**src/rtl/riscv_pkg.sv**
```systemverilog
// Shared RISC-V core definitions: DMType codes, LSU FSM encoding
// and memory byte-enable width, used by the control decoder and the LSU.
package riscv_pkg;

  localparam int BE_W = 4;

  localparam logic [2:0] DM_B  = 3'b000;
  localparam logic [2:0] DM_H  = 3'b001;
  localparam logic [2:0] DM_W  = 3'b010;
  localparam logic [2:0] DM_BU = 3'b100;
  localparam logic [2:0] DM_HU = 3'b101;

  localparam logic [1:0] ST_IDLE = 2'd0;
  localparam logic [1:0] ST_BUS  = 2'd1;
  localparam logic [1:0] ST_DONE = 2'd2;

  typedef enum logic [1:0] {
    SZ_B,
    SZ_H,
    SZ_W
  } size_e;

  // 011, 110 and 111 fall through to word
  function automatic size_e dm_size(
    input logic [2:0] dm
  );
    size_e sz;
    unique case (1'b1)
      (dm == DM_B) || (dm == DM_BU): sz = SZ_B;
      (dm == DM_H) || (dm == DM_HU): sz = SZ_H;
      default:                       sz = SZ_W;
    endcase
    return sz;
  endfunction

  function automatic logic [1:0] eff_off(
    input size_e      sz,
    input logic [1:0] a
  );
    logic [1:0] o;
    unique case (sz)
      SZ_B:    o = a;
      SZ_H:    o = {a[1], 1'b0};
      default: o = 2'b00;
    endcase
    return o;
  endfunction

  function automatic logic misaligned(
    input logic [2:0] dm,
    input logic [1:0] a
  );
    logic m;
    unique case (dm_size(dm))
      SZ_B:    m = 1'b0;
      SZ_H:    m = a[0];
      default: m = |a;
    endcase
    return m;
  endfunction

endpackage

```
**src/rtl/lsu_align.sv**
```systemverilog
// Lane steering for the LSU: store replication + byte enables (LOAD=0)
// or load lane select + sign/zero extension (LOAD=1).
module lsu_align
  import riscv_pkg::*;
#(
  parameter bit LOAD = 1'b0
) (
  input  logic [2:0]      dm_type,
  input  logic [1:0]      off,
  input  logic [31:0]     din,
  output logic [31:0]     dout,
  output logic [BE_W-1:0] be
);

  size_e       sz;
  logic        uns;
  logic [7:0]  b_lane;
  logic [15:0] h_lane;

  assign sz  = dm_size(dm_type);
  assign uns = dm_type[2];

  always_comb begin
    b_lane = din[7:0];
    unique case (off)
      2'd0:    b_lane = din[7:0];
      2'd1:    b_lane = din[15:8];
      2'd2:    b_lane = din[23:16];
      default: b_lane = din[31:24];
    endcase
    h_lane = off[1] ? din[31:16] : din[15:0];
  end

  always_comb begin
    dout = din;
    be   = 4'b1111;
    if (LOAD) begin
      unique case (sz)
        SZ_B:
          dout = {{24{~uns & b_lane[7]}}, b_lane};
        SZ_H:
          dout = {{16{~uns & h_lane[15]}}, h_lane};
        default:
          dout = din;
      endcase
    end else begin
      unique case (sz)
        SZ_B: begin
          be   = 4'b0001 << off;
          dout = {4{din[7:0]}};
        end
        SZ_H: begin
          be   = off[1] ? 4'b1100 : 4'b0011;
          dout = {2{din[15:0]}};
        end
        default: begin
          be   = 4'b1111;
          dout = din;
        end
      endcase
    end
  end

endmodule

```
**src/rtl/lsu.sv**
```systemverilog
// Load/store unit: IDLE->BUS->DONE memory FSM, one access at a time.
// Define LSU_MISALIGN_TRAP_EN to trap misaligned half/word accesses.
module lsu
  import riscv_pkg::*;
(
  input  logic            clk,
  input  logic            rstn,
  input  logic            req_valid,
  input  logic            mem_we,
  input  logic            mem_re,
  input  logic [2:0]      dm_type,
  input  logic [31:0]     addr,
  input  logic [31:0]     wdata,
  output logic            stall,
  output logic            done,
  output logic [31:0]     rdata,
  output logic            misalign_err,
  output logic            bus_req,
  output logic            bus_we,
  output logic [31:0]     bus_addr,
  output logic [BE_W-1:0] bus_be,
  output logic [31:0]     bus_wdata,
  input  logic            bus_ready,
  input  logic [31:0]     bus_rdata
);

  logic [1:0]      state;
  logic            accept;
  logic            mis;
  logic [1:0]      off;
  logic            lat_we;
  logic [2:0]      lat_dm;
  logic [1:0]      lat_off;
  logic [31:0]     st_data;
  logic [31:0]     ld_data;
  logic [BE_W-1:0] st_be;
  logic [BE_W-1:0] ld_be;

  assign accept = (state == ST_IDLE) & req_valid
                & (mem_we | mem_re);
  assign stall  = accept | (state == ST_BUS);
  // Misaligned bits are dropped here; trapping is decided by mis
  assign off    = eff_off(dm_size(dm_type), addr[1:0]);

`ifdef LSU_MISALIGN_TRAP_EN
  logic err_q;
  assign mis          = misaligned(dm_type, addr[1:0]);
  assign misalign_err = err_q;

  always_ff @(posedge clk) begin
    if (!rstn) err_q <= 1'b0;
    else       err_q <= accept & mis;
  end
`else
  assign mis          = 1'b0;
  assign misalign_err = 1'b0;
`endif

  lsu_align #(.LOAD(1'b0)) u_st_align (
    .dm_type (dm_type),
    .off     (off),
    .din     (wdata),
    .dout    (st_data),
    .be      (st_be)
  );

  lsu_align #(.LOAD(1'b1)) u_ld_align (
    .dm_type (lat_dm),
    .off     (lat_off),
    .din     (bus_rdata),
    .dout    (ld_data),
    .be      (ld_be)
  );

  always_ff @(posedge clk) begin
    if (!rstn) begin
      state     <= ST_IDLE;
      bus_req   <= 1'b0;
      bus_we    <= 1'b0;
      bus_addr  <= '0;
      bus_be    <= '0;
      bus_wdata <= '0;
      done      <= 1'b0;
      rdata     <= '0;
      lat_we    <= 1'b0;
      lat_dm    <= '0;
      lat_off   <= '0;
    end else begin
      unique case (state)
        ST_IDLE: begin
          done <= 1'b0;
          if (accept) begin
            lat_we  <= mem_we;
            lat_dm  <= dm_type;
            lat_off <= off;
            if (mis) begin
              state <= ST_DONE;
              done  <= 1'b1;
              rdata <= '0;
            end else begin
              state     <= ST_BUS;
              bus_req   <= 1'b1;
              bus_we    <= mem_we;
              bus_addr  <= {addr[31:2], 2'b00};
              bus_be    <= mem_we ? st_be : ld_be;
              bus_wdata <= mem_we ? st_data : '0;
            end
          end
        end
        ST_BUS: begin
          if (bus_ready) begin
            state   <= ST_DONE;
            bus_req <= 1'b0;
            done    <= 1'b1;
            rdata   <= lat_we ? '0 : ld_data;
          end
        end
        default: begin
          state <= ST_IDLE;
          done  <= 1'b0;
        end
      endcase
    end
  end

endmodule

```
**config.mk**
```make
export PLATFORM = sky130hd
export DESIGN_NAME = lsu
export DESIGN_NICKNAME = d
export VERILOG_FILES = /design/src/rtl/riscv_pkg.sv /design/src/rtl/lsu_align.sv /design/src/rtl/lsu.sv
export SDC_FILE = /design/constraint.sdc
export NUM_CORES = 1
export LEC_CHECK = 0
export BUFFER_PORTS_ARGS = -buffer_cell sky130_fd_sc_hd__buf_2
export CELL_PAD_IN_SITES_DETAIL_PLACEMENT = 1
export CELL_PAD_IN_SITES_GLOBAL_PLACEMENT = 2
export CORE_AREA = 2 2 137 139
export CTS_CLUSTER_DIAMETER = 80
export DETAILED_ROUTE_END_ITERATION = 10
export DIE_AREA = 0 0 139 141
export GPL_ROUTABILITY_DRIVEN = 0
export PLACE_DENSITY_LB_ADDON = 0.1
export SETUP_SLACK_MARGIN = 0.5
export SYNTH_ARGS = -nofsm -noshare
export SYNTH_HDL_FRONTEND = slang
export SYNTH_SLANG_ARGS = --single-unit
```
**constraint.sdc**
```tcl
create_clock -name clk -period 2.4 [get_ports clk]
set_input_delay 0.12 -clock clk [delete_from_list [all_inputs] [get_ports clk]]
set_output_delay 0.12 -clock clk [all_outputs]
set_load 0.03 [all_outputs]
```
==> flow_summary_export.csv <==
group,metric,value,unit
routing,ant_nets,0,
timing,worst_pin_slew,866,ps
critical_path,path_max_fanout,11,
synthesis,synthTopCellsByCount,"nand2_1 (119), dfxtp_1 (108), a21oi_1 (77)",
routing,firstDrtPassIters,4,
clock_tree,clock_latency,350,ps
status,outcome,"completed",
clock_tree,clk_path_buf_depth,2,
synthesis,async_flop_share,0,%
routing,drt-total-wl,16900,um
floorplan,dieArea,19600,um2
timing,finalSetupTns,0,ps
global_route,grt_first_pass_wirelength,26800,um
synthesis,synth_edf_count,0,
timing,setup_viol,0,
floorplan,core,18300,um2
global_route,gr-usage-all-layers,17.1,%
floorplan,io_pins,210,
cells_and_area,drive_above_1_share,37.6,%
floorplan,placementRows,50,
min_path,hold_path.class,"input port to flip-flop",
flow_run,cap_violations,0,
synthesis,synthCells,539,
min_path,worstHoldStart,"addr[16]",
min_path,holdPathStages,3,
cells_and_area,n_antenna_cell,0,
critical_path,cp-startpoint,"lat_off[1]",
cells_and_area,final_nets,857,
clock_tree,cts_root_buf,"clkbuf_16",
power_and_ir_drop,power.density,647,nW/um2
clock_tree,cts_sinks,108,
clock_tree,cts_tree,"built",
placement,hpwl,12100,um
placement,numPortBuffers,206,
synthesis,yosys.area.top_type_share,46.7,%
synthesis,synth_top_flop_cell,"dfxtp_1",
synthesis,synthTopCellsByArea,"dfxtp_1 (47%), nand2_1 (9.6%), a21oi_1 (8.3%)",
synthesis,yosysSeqAreaShare,46.7,%
critical_path,cp-end-kind,"flip-flop",
timing,whs,14.3,ps
critical_path,startpoint_type,"flip-flop",
critical_path,crit_arrival,2050,ps
critical_path,r2r_start,"lat_off[1]",
synthesis,syn_area,4630,um2
timing,max_freq,0.554,GHz
critical_path,required,2640,ps
routing,num_vias,4716,
global_route,grt_remaining_overflow,0,
timing,relSlewSlack,42.3,%
synthesis,synth_area_leader_cell,"dfxtp_1",
placement,placed_area,5860,um2
global_route,antenna_found_initial,1,
cells_and_area,finalInstanceArea,6440,um2
power_and_ir_drop,peakVddDrop,323,uV
synthesis,yosysUniqueCellTypes,37,
clock_tree,cts_buffers,9,
routing,drc_errors,0,
floorplan,floorplan.initialDensity,25.4,%
power_and_ir_drop,p_total,4.17,mW
timing,hold_viol_final,0,
power_and_ir_drop,leakage,2.88,nW
synthesis,synth_most_common_cell,"nand2_1",
timing,finalCritPeriodShare,75.2,%
floorplan,fp.dieW,139,um
routing,routedWlPerCell,17.0,um
timing,drv_slew,0,
timing,rsz0062_at_grt,"false",
global_route,grt_pass1_vias,4921,
timing,skew,8.63,ps
clock_tree,clk_pin_slew_worst_paths,70,ps
global_route,grt_max_degree,77,
cells_and_area,syn_to_final_growth,39.0,%
synthesis,ys_seq_elements,108,
clock_tree,ctsHtreeMaxLevel,3,
routing,detail_route.vias_per_cell,4.76,
synthesis,avgSynthCellArea,8.60,um2
critical_path,reg2reg_depth,6,
routing,drt_iter0_markers,175,
floorplan,die_height,141,um
synthesis,yosysWarningCount,0,
cells_and_area,fillers,2227,
critical_path,worstSetupPathType,"flip-flop to flip-flop",
timing,finalCriticalPeriod,1810,ps
routing by layer:
layer | track usage (%) | wire length [um] | vias to the layer above
met4 | 5.16 | 224 | 2
met3 | 4.82 | 1050 | 16
met1 | 20.7 | 7200 | 2268
met2 | 29.7 | 8370 | 128
met5 | 0 | 14 | -
li1 | - | - | 2302
critical path: stages, from the launching register on:
cell	delay, ps
dfxtp_1	390
buf_4	230
mux2_2	360
nand2_1	140
a2111oi_4	100
buf_4	180
a221o_2	300
final timing paths:
path                                     end  slack [ps]
worst min register to register  bus_wdata[7]         450
worst max register to register     rdata[27]         590
worst max-delay path               rdata[27]         590
worst min-delay path            bus_addr[16]          10
final cells by class:
cell class,instances,area [um2],share of cell area (%)
clock buffer,12,236,3.67
sequential,108,2160,33.6
inverter,7,26.3,0.408
clock inverter,4,33.8,0.524
tap,234,293,4.54
multi-input combinational,378,2260,35.1
timing repair buffer,248,1430,22.1
cells in the final DEF (no fill, tap or decap), types with 2 or more instances in the layout:
master         netlist  layout
buf_2               10     206
nand2_1            119     119
dfxtp_1            108     107
a21oi_1             77      77
nand3_1             34      34
dlygate4sd3_1        0      27
o21ai_0             25      25
mux2_2              25      25
a221o_2             16      16
mux2i_1             16      16
buf_4                3      14
nor2_1              13      13
nand2b_1             9       9
clkbuf_16            0       9
a32o_1               8       8
a22o_1               8       8
inv_1                7       6
nor2b_1              3       3
nor3_1               4       3
conb_1               1       3
clkbuf_1            32       3
or3_4                1       2
nor3_4               0       2
or3_1                2       2
o22ai_1              2       2
clkinv_4             0       2
logic make-up (layout without fill, tap and decap cells):
group                  Yosys count  after routing  synth area share [%]
AND/OR/NAND/NOR                191            191                  18.2
AO/OA/AOI/OAI                  143            143                  20.4
multiplexers                    41             41                  9.53
flip-flops                     108            108                  46.7
buffers and inverters           55            271                  5.13
other                            1              3                0.0809
metrics by stage:
step | worst slack, ps | utilization, % | cells
6_report | 595 | 35.3 | 991
5_1_grt | 517 | 35.3 | 991
4_1_cts | 538 | 35.1 | 990
3_5_place_dp | 214 | 32.1 | 945
3_3_place_gp | 274 | 32.1 | 945
2_1_floorplan | 721 | - | 541
where the power goes:
| part | leakage (nW) | switching (mW) | internal [mW] |
|---|---|---|---|
| Clock | 0.127 | 0.704 | 0.715 |
| Sequential | 0.880 | 0.0548 | 1.88 |
| Combinational | 1.87 | 0.517 | 0.300 |
| Total | 2.88 | 1.28 | 2.89 |
state kept, by name (all words and copies together), names as in the netlist:
| name | flops |
|---|---|
| rdata | 32 |
| bus_addr | 30 |
| bus_req | 1 |
| state | 2 |
| lat_dm | 3 |
| lat_off | 2 |
| bus_be | 4 |
| lat_we | 1 |
| done | 1 |
| bus_wdata | 32 |
what timing repair did:
action,in CTS,in global routing
endpoints found under the setup margin,16,56
pin swaps,1,1
hold endpoints to repair,27,0
resized for setup,0,3
hold buffers,27,0
setup buffers,2,1
Note: power is estimated with default switching activity, not from simulation.
